File: src/rtl/spi_wb_master_ctrl.sv
// Bus-clock sequencer: turns a synchronised SPI start strobe into one classic
// Wishbone cycle, with timeout/error handling, overrun detection and status.
module spi_wb_master_ctrl #(
    parameter int unsigned ADDR_WIDTH     = 32,
    parameter int unsigned TIMEOUT_CYCLES = 255,
    parameter logic [31:0] ERROR_PATTERN  = 32'hDEAD_BEEF
) (
    input  logic                  wb_clk,
    input  logic                  wb_rst_n,
    input  logic                  spi_start,
    input  logic                  spi_wrn,
    input  logic [3:0]            spi_select,
    input  logic [18:0]           spi_address,
    input  logic [31:0]           spi_data,
    output logic [31:0]           rd_data,
    output logic                  wb_cyc_o,
    output logic                  wb_stb_o,
    output logic                  wb_we_o,
    output logic [3:0]            wb_sel_o,
    output logic [ADDR_WIDTH-1:0] wb_adr_o,
    output logic [31:0]           wb_dat_o,
    input  logic [31:0]           wb_dat_i,
    input  logic                  wb_ack_i,
    input  logic                  wb_err_i,
    output logic                  busy,
    output logic                  err_sticky,
    output logic                  overrun_sticky,
    input  logic                  err_clear,
    output logic [15:0]           xfer_count
);

    typedef enum logic [1:0] {
        IDLE,
        CAPTURE,
        BUS,
        DONE
    } state_t;

    localparam logic [15:0] TO_LAST = 16'(TIMEOUT_CYCLES - 1);

    state_t                state_q;
    logic                  sync1_q, sync2_q, sync3_q;
    logic                  start_pulse;
    logic [15:0]           tmo_q;
    logic [31:0]           rd_q;
    logic                  cyc_q, stb_q, we_q;
    logic [3:0]            sel_q;
    logic [ADDR_WIDTH-1:0] adr_q;
    logic [31:0]           dat_q;
    logic                  busy_q, err_q, ovr_q;
    logic [15:0]           xfer_q;

    assign start_pulse = sync2_q & ~sync3_q;

    always_ff @(posedge wb_clk or negedge wb_rst_n) begin
        if (!wb_rst_n) begin
            state_q <= IDLE;
            sync1_q <= 1'b0;
            sync2_q <= 1'b0;
            sync3_q <= 1'b0;
            tmo_q   <= '0;
            rd_q    <= '0;
            cyc_q   <= 1'b0;
            stb_q   <= 1'b0;
            we_q    <= 1'b0;
            sel_q   <= '0;
            adr_q   <= '0;
            dat_q   <= '0;
            busy_q  <= 1'b0;
            err_q   <= 1'b0;
            ovr_q   <= 1'b0;
            xfer_q  <= '0;
        end else begin
            sync1_q <= spi_start;
            sync2_q <= sync1_q;
            sync3_q <= sync2_q;

            // Clear first so a coincident set event later in this block wins.
            if (err_clear) begin
                err_q <= 1'b0;
                ovr_q <= 1'b0;
            end
            if (start_pulse && state_q != IDLE) begin
                ovr_q <= 1'b1;
            end

            case (state_q)
                IDLE: begin
                    if (start_pulse) begin
                        busy_q  <= 1'b1;
                        state_q <= CAPTURE;
                    end
                end
                CAPTURE: begin
                    we_q    <= spi_wrn;
                    sel_q   <= spi_select;
                    adr_q   <= ADDR_WIDTH'(spi_address);
                    dat_q   <= spi_wrn ? spi_data : '0;
                    tmo_q   <= '0;
                    cyc_q   <= 1'b1;
                    stb_q   <= 1'b1;
                    state_q <= BUS;
                end
                BUS: begin
                    if (wb_ack_i || wb_err_i || tmo_q == TO_LAST) begin
                        if (wb_ack_i) begin
                            if (!we_q) rd_q <= wb_dat_i;
                        end else begin
                            err_q <= 1'b1;
                            if (!we_q) rd_q <= ERROR_PATTERN;
                        end
                        cyc_q   <= 1'b0;
                        stb_q   <= 1'b0;
                        we_q    <= 1'b0;
                        state_q <= DONE;
                    end else begin
                        tmo_q <= tmo_q + 16'd1;
                    end
                end
                DONE: begin
                    xfer_q  <= xfer_q + 16'd1;
                    busy_q  <= 1'b0;
                    state_q <= IDLE;
                end
                default: state_q <= IDLE;
            endcase
        end
    end

    assign rd_data        = rd_q;
    assign wb_cyc_o       = cyc_q;
    assign wb_stb_o       = stb_q;
    assign wb_we_o        = we_q;
    assign wb_sel_o       = sel_q;
    assign wb_adr_o       = adr_q;
    assign wb_dat_o       = dat_q;
    assign busy           = busy_q;
    assign err_sticky     = err_q;
    assign overrun_sticky = ovr_q;
    assign xfer_count     = xfer_q;

endmodule

File: config.mk
export PLATFORM = sky130hd
export DESIGN_NAME = spi_wb_master_ctrl
export DESIGN_NICKNAME = d
export VERILOG_FILES = /design/src/rtl/spi_wb_master_ctrl.sv
export SDC_FILE = /design/constraint.sdc
export NUM_CORES = 1
export LEC_CHECK = 0
export ABC_AREA = 1
export ABC_CLOCK_PERIOD_IN_PS = 1600
export CAP_MARGIN = 40
export CORE_AREA = 3 3 126 128
export DETAILED_ROUTE_END_ITERATION = 7
export DIE_AREA = 0 0 129 131
export HOLD_SLACK_MARGIN = 0.03
export PLACE_DENSITY = 0.76
export SYNTH_ARGS = -nofsm -noshare
export SYNTH_HDL_FRONTEND = slang
export SYNTH_SLANG_ARGS = --single-unit
File: constraint.sdc
create_clock -name wb_clk -period 1.6 [get_ports wb_clk]
set_input_delay 0.32 -clock wb_clk [delete_from_list [all_inputs] [get_ports wb_clk]]
set_output_delay 0.32 -clock wb_clk [all_outputs]
set_load 0.05 [all_outputs]
After elaboration in Yosys (flattened, before gate mapping)
Cells that the tools add are included.
- register bits after elaboration: 129
- input port bits: 94
- logic and storage cells: 60
- add/subtract/negate cells: 2
- equal/unequal tests: 7
- multiplexer cells: 20
- bitwise gates (word level): 3
- reductions and logical operators: 13
- operators with widths (operator ; count):
    $mux 32 ; 4
    $add 16x1->16 const B ; 2
    $pmux 16 s2 ; 1
    $eq 16x8->1 const B ; 1
    $mux 16 ; 1
    $mux 1 ; 8
    $pmux 2 s4 ; 1
    $reduce_and 2->1 ; 4
    $reduce_bool 2->1 ; 4
    $ne 2x2->1 const B ; 3
    $pmux 1 s2 ; 3
    $eq 2x2->1 const B ; 2
    $mux 2 ; 2
    $reduce_and 3->1 ; 1
    $eq 2x1->1 const B ; 1
    $logic_not 2->1 ; 1
    $logic_or 1x1->1 ; 2
    $not 1->1 ; 2
    $and 1x1->1 ; 1
    $logic_and 1x1->1 ; 1

Depth between registers and ports, before layout
- depth in word-level cells: 4
- mapped depth: 10
- gate-level depth less buffers: 9

Worst setup path after synthesis
Ideal clock, no wire load.
- kind: flip-flop to flip-flop
- start: register xfer_q[0], in the netlist xfer_count[0]
- end: register xfer_q[12], in the netlist xfer_count[12]
- library setup time: 119 ps
- data arrival time: 1520 ps
- required time: 1481 ps
- setup slack: -39 ps
- cell stages (with the launch flop): 9
- clock period less this slack: 1639 ps
- path through: dfrtp_1 -> ha_1 -> inv_1 -> nor2_1 -> nand2_1 -> nor2_1 -> nand2_1 -> xor2_1 -> inv_1
- longest elaborated chain between the ends: 1
- ends and longest elaborated chain (element ; RTL line ; text):
    start, declared ; 51 ; logic [15:0] xfer_q;
    start signal, assigned ; 121 ; xfer_q <= xfer_q + 16'd1;
    $add 16x1->16 ; 121 ;
Every way passes these cells.
A chain may end at the register's enable or synchronous reset.

Final worst setup path
- start: register tmo_q[0]
- end: register rd_q[15], in the netlist rd_data[15]
- longest elaborated chain between the ends: 3
- ends and longest elaborated chain (element ; RTL line ; text):
    start, declared ; 44 ; logic [15:0] tmo_q;
    start signal, assigned ; 117 ; tmo_q <= tmo_q + 16'd1;
    $eq 16x8->1 ; 105 ; if (wb_ack_i || wb_err_i || tmo_q == TO_LAST) begin
    $logic_or 1x1->1 ; 105 ;
    $reduce_and 3->1 (no line) ; - ;
    end signal, assigned ; 107 ; if (!we_q) rd_q <= wb_dat_i;
    end, declared ; 45 ; logic [31:0] rd_q;
Every way passes these cells.

==> metrics <==
status finished clean; clk sink count 129; max cap viols 0; Detailed Place HPWL 11,500 um; Yosys reg bits 129; pwr/cell area 2040 mW/mm^2; Placer Congestion 0.847; dominant synthesized flop cell dfrtp_1; XOR/XNOR Fraction of Synth Area 2.59%; n_diodes 0; mapped cell area 0.00609 mm^2; Post-Synthesis Cells 695; Final Slew Violations 0; Buf/Inv on CP 2; Synth Area in Adders 1.64%; Syn. warnings 0; VDD IR-drop max 0.00128 V; H-tree depth 4; CTS tree done; crit path launch type register; Die Y 131 um; Avg Cell Area, Syn 8.77 um^2; DR iter-0 viols 255; gr usage total 18.9%; register area share after synthesis 53.0%; post-synthesis simple-gate area fraction 22.9%; CP endpoint kind register; Seq pwr share 28.0%; Post-synth EDFFs 0; combinational power share 51.5%; delay of the slowest cell on the worst path 0.40 ns; crit path DAT 1.87 ns; # DRC 0; clock transition at the registers of the reported paths 0.06 ns; post-route cell area 0.00918 mm^2; row count 45; fmax 0.639 GHz; post-synthesis mux area share 4.25%; nets@finish 1,023; Internal 10.2 mW; CTS buffer count 17; wirelength, routed 16,100 um; Synth cell types 34; clock skew 0.00962 ns; synth-to-layout area growth 50.6%; largest family of logic cells by synthesized area simple AND/OR/NAND/NOR gates; FFs w/ async S/R, synth 100%; crit-path cells inv_1, ha_1, nand2_1, nor2_2, nand2_2, nand2_4, nand3_4, clkbuf_16, nand2_1, nand2_1; crit path max fanout 12; Sw Pwr 8.57 mW; remaining global-route overflow 0; via/cell ratio 4.81; CTS root buf clkbuf_16; routed vias 5,392; clock share of power 20.5%; Net Sw Frac 45.8%; IO Port Bufs 202; clk_lat worst skew 0.42 ns; min-delay worst type in2async; initial antenna violation count 0; routed len/inst 14.3 um; RSZ-0062 raised after global routing true; share of layout cells above drive strength 1 24.2%; post-synthesis compound-gate area fraction 4.72%; Top cell by count, worst path nand2_1; Die Area 0.0169 mm^2; Core ar. 0.0150 mm^2; WP data required 1.91 ns; area post-placement 0.00848 mm^2; Pleak 4.54 nW; CP top delay family simple AND/OR/NAND/NOR gates; vias in the first global route 5,257; fin crit period 1.57 ns; TritonRoute pass-1 iters 4; io pins 216; Slowest-stage cell, CP dfrtp_1; global-route wire length before repair 25,200 um; Hold Vio Cnt, Final 0; period utilization 97.9%; Final setup violation count 0; TNS Setup 0 ns; largest net degree at the start of global routing 41; Starting Density 40.7%; CP Class reg2reg; CTS max path bufs 2; Horiz. Die Dim 129 um; Routed Antenna Nets 0
power by group through the flow:
stage	Sequential (mW)	Clock [mW]	Combinational [mW]
floorplan	8.81	0	2.51
global placement	5.26	0	9.37
detailed placement	5.26	0	9.54
CTS	5.26	3.90	9.55
global route	5.39	4.06	10.3
finish	5.25	3.84	9.64
stage by stage:
step | worst slack [ns] | instances | power (mW) | hold WS (ns) | utilization [%]
after CTS | 0.0430 | 1118 | 18.7 | 0.328 | 60.6
after global routing | -0.0553 | 1122 | 19.7 | 0.347 | 61.3
after floorplan | 0.0566 | 707 | 11.3 | 0.0244 | -
after global placement | 0.00258 | 1085 | 14.6 | 0.236 | 56.6
after detailed placement | -0.0321 | 1085 | 14.8 | 0.235 | 56.6
final | 0.0341 | 1122 | 18.7 | 0.339 | 61.3
path summary, 6_finish.rpt:
check | start | to | slack [ns] | depth (start not counted)
worst min register to register | sync1_q | sync2_q | 0.37 | 0
worst min-delay path | wb_rst_n | wb_adr_o[5] | 0.34 | 2
worst max-delay path | tmo_q[0] | rd_data[15] | 0.03 | 10
min in group wb_clk | spi_start | sync1_q | 0.35 | 1
worst max register to register | tmo_q[0] | rd_data[15] | 0.03 | 10
max in group asynchronous | wb_rst_n | xfer_count[0] | 0.74 | 3
cells in the mapped netlist (all sizes together), types with 8 or more instances:
master / count / share of area (%)
nand2: 176 / 11
dfrtp: 129 / 53
inv: 98 / 6.0
nand3: 62 / 5.4
o21ai: 46 / 3.8
nand4: 35 / 3.6
nor2: 34 / 2.3
buf: 29 / 3.5
mux2: 23 / 4.3
clkbuf: 20 / 1.2
xor2: 13 / 1.9
ha: 8 / 1.6
final cells by class:
class	count	area, um^2
inverters	99	372
repair buffers	244	2470
well taps	188	235
fillers	1253	5800
multi-input cells	430	2280
clock inverters	9	106
flip-flops and latches	129	3230
clock buffers	23	478
what timing repair did:
item / 4_1_cts / 5_1_grt
hold buffers: 1 / 0
resized for setup: 1 / 12
buffers inserted: 0 / 2
gates cloned: 0 / 2
hold endpoints to repair: 17 / 0
pin swaps: 0 / 4
setup endpoints to repair: 1 / 23
sequential cells by signal, summed over array words and instances, names as in the netlist:
register and cells:
tmo_q 16, xfer_count 16, sync2_q 1, wb_sel_o 4, sync1_q 1, busy 1, sync3_q 1, state_q 2
rd_data 32, wb_adr_o 19, err_sticky 1, wb_we_o 1, wb_dat_o 32, overrun_sticky 1, wb_stb_o 1
logic make-up (layout without fill, tap and decap cells):
family	Yosys count	count (layout)
simple gates	313	313
buf+inv	148	375
flops	129	129
compound gates	55	55
mux	23	23
xor+xnor	18	18
fa+ha+maj	8	8
other cells	1	13
metal layers:
metal	global-route usage, %	part of all wire, %	up-vias
met5	0	0	-
met4	7.23	1.8	0
met3	7.32	9.9	30
met2	30.9	48	227
met1	22.6	40	2500
li1	-	-	2635
cells in the final DEF (no fill, tap or decap), types with 2 or more instances in the layout:
cell type,netlist,routed
o21ai_1,5,6
o21bai_1,2,2
dfrtp_2,0,2
clkbuf_1,20,3
bufinv_16,0,2
o22ai_1,2,2
clkinv_2,0,3
xnor2_1,5,5
clkinvlp_4,0,3
o21ai_0,41,40
a21oi_1,3,3
xor2_1,13,13
dfrtp_1,129,127
mux2_2,23,23
buf_4,18,117
nor2_1,30,28
clkbuf_8,0,3
nor3_1,3,2
ha_2,0,2
inv_1,96,96
clkdlybuf4s50_1,0,92
nor2_4,0,2
inv_2,2,2
conb_1,1,13
nand2_1,172,169
buf_6,4,3
ha_1,8,6
clkbuf_16,0,19
nand3_1,60,60
nand2_2,3,6
nand4_1,35,35
nor2_2,4,4
buf_12,0,29
Power figures use the tool's default switching activity.
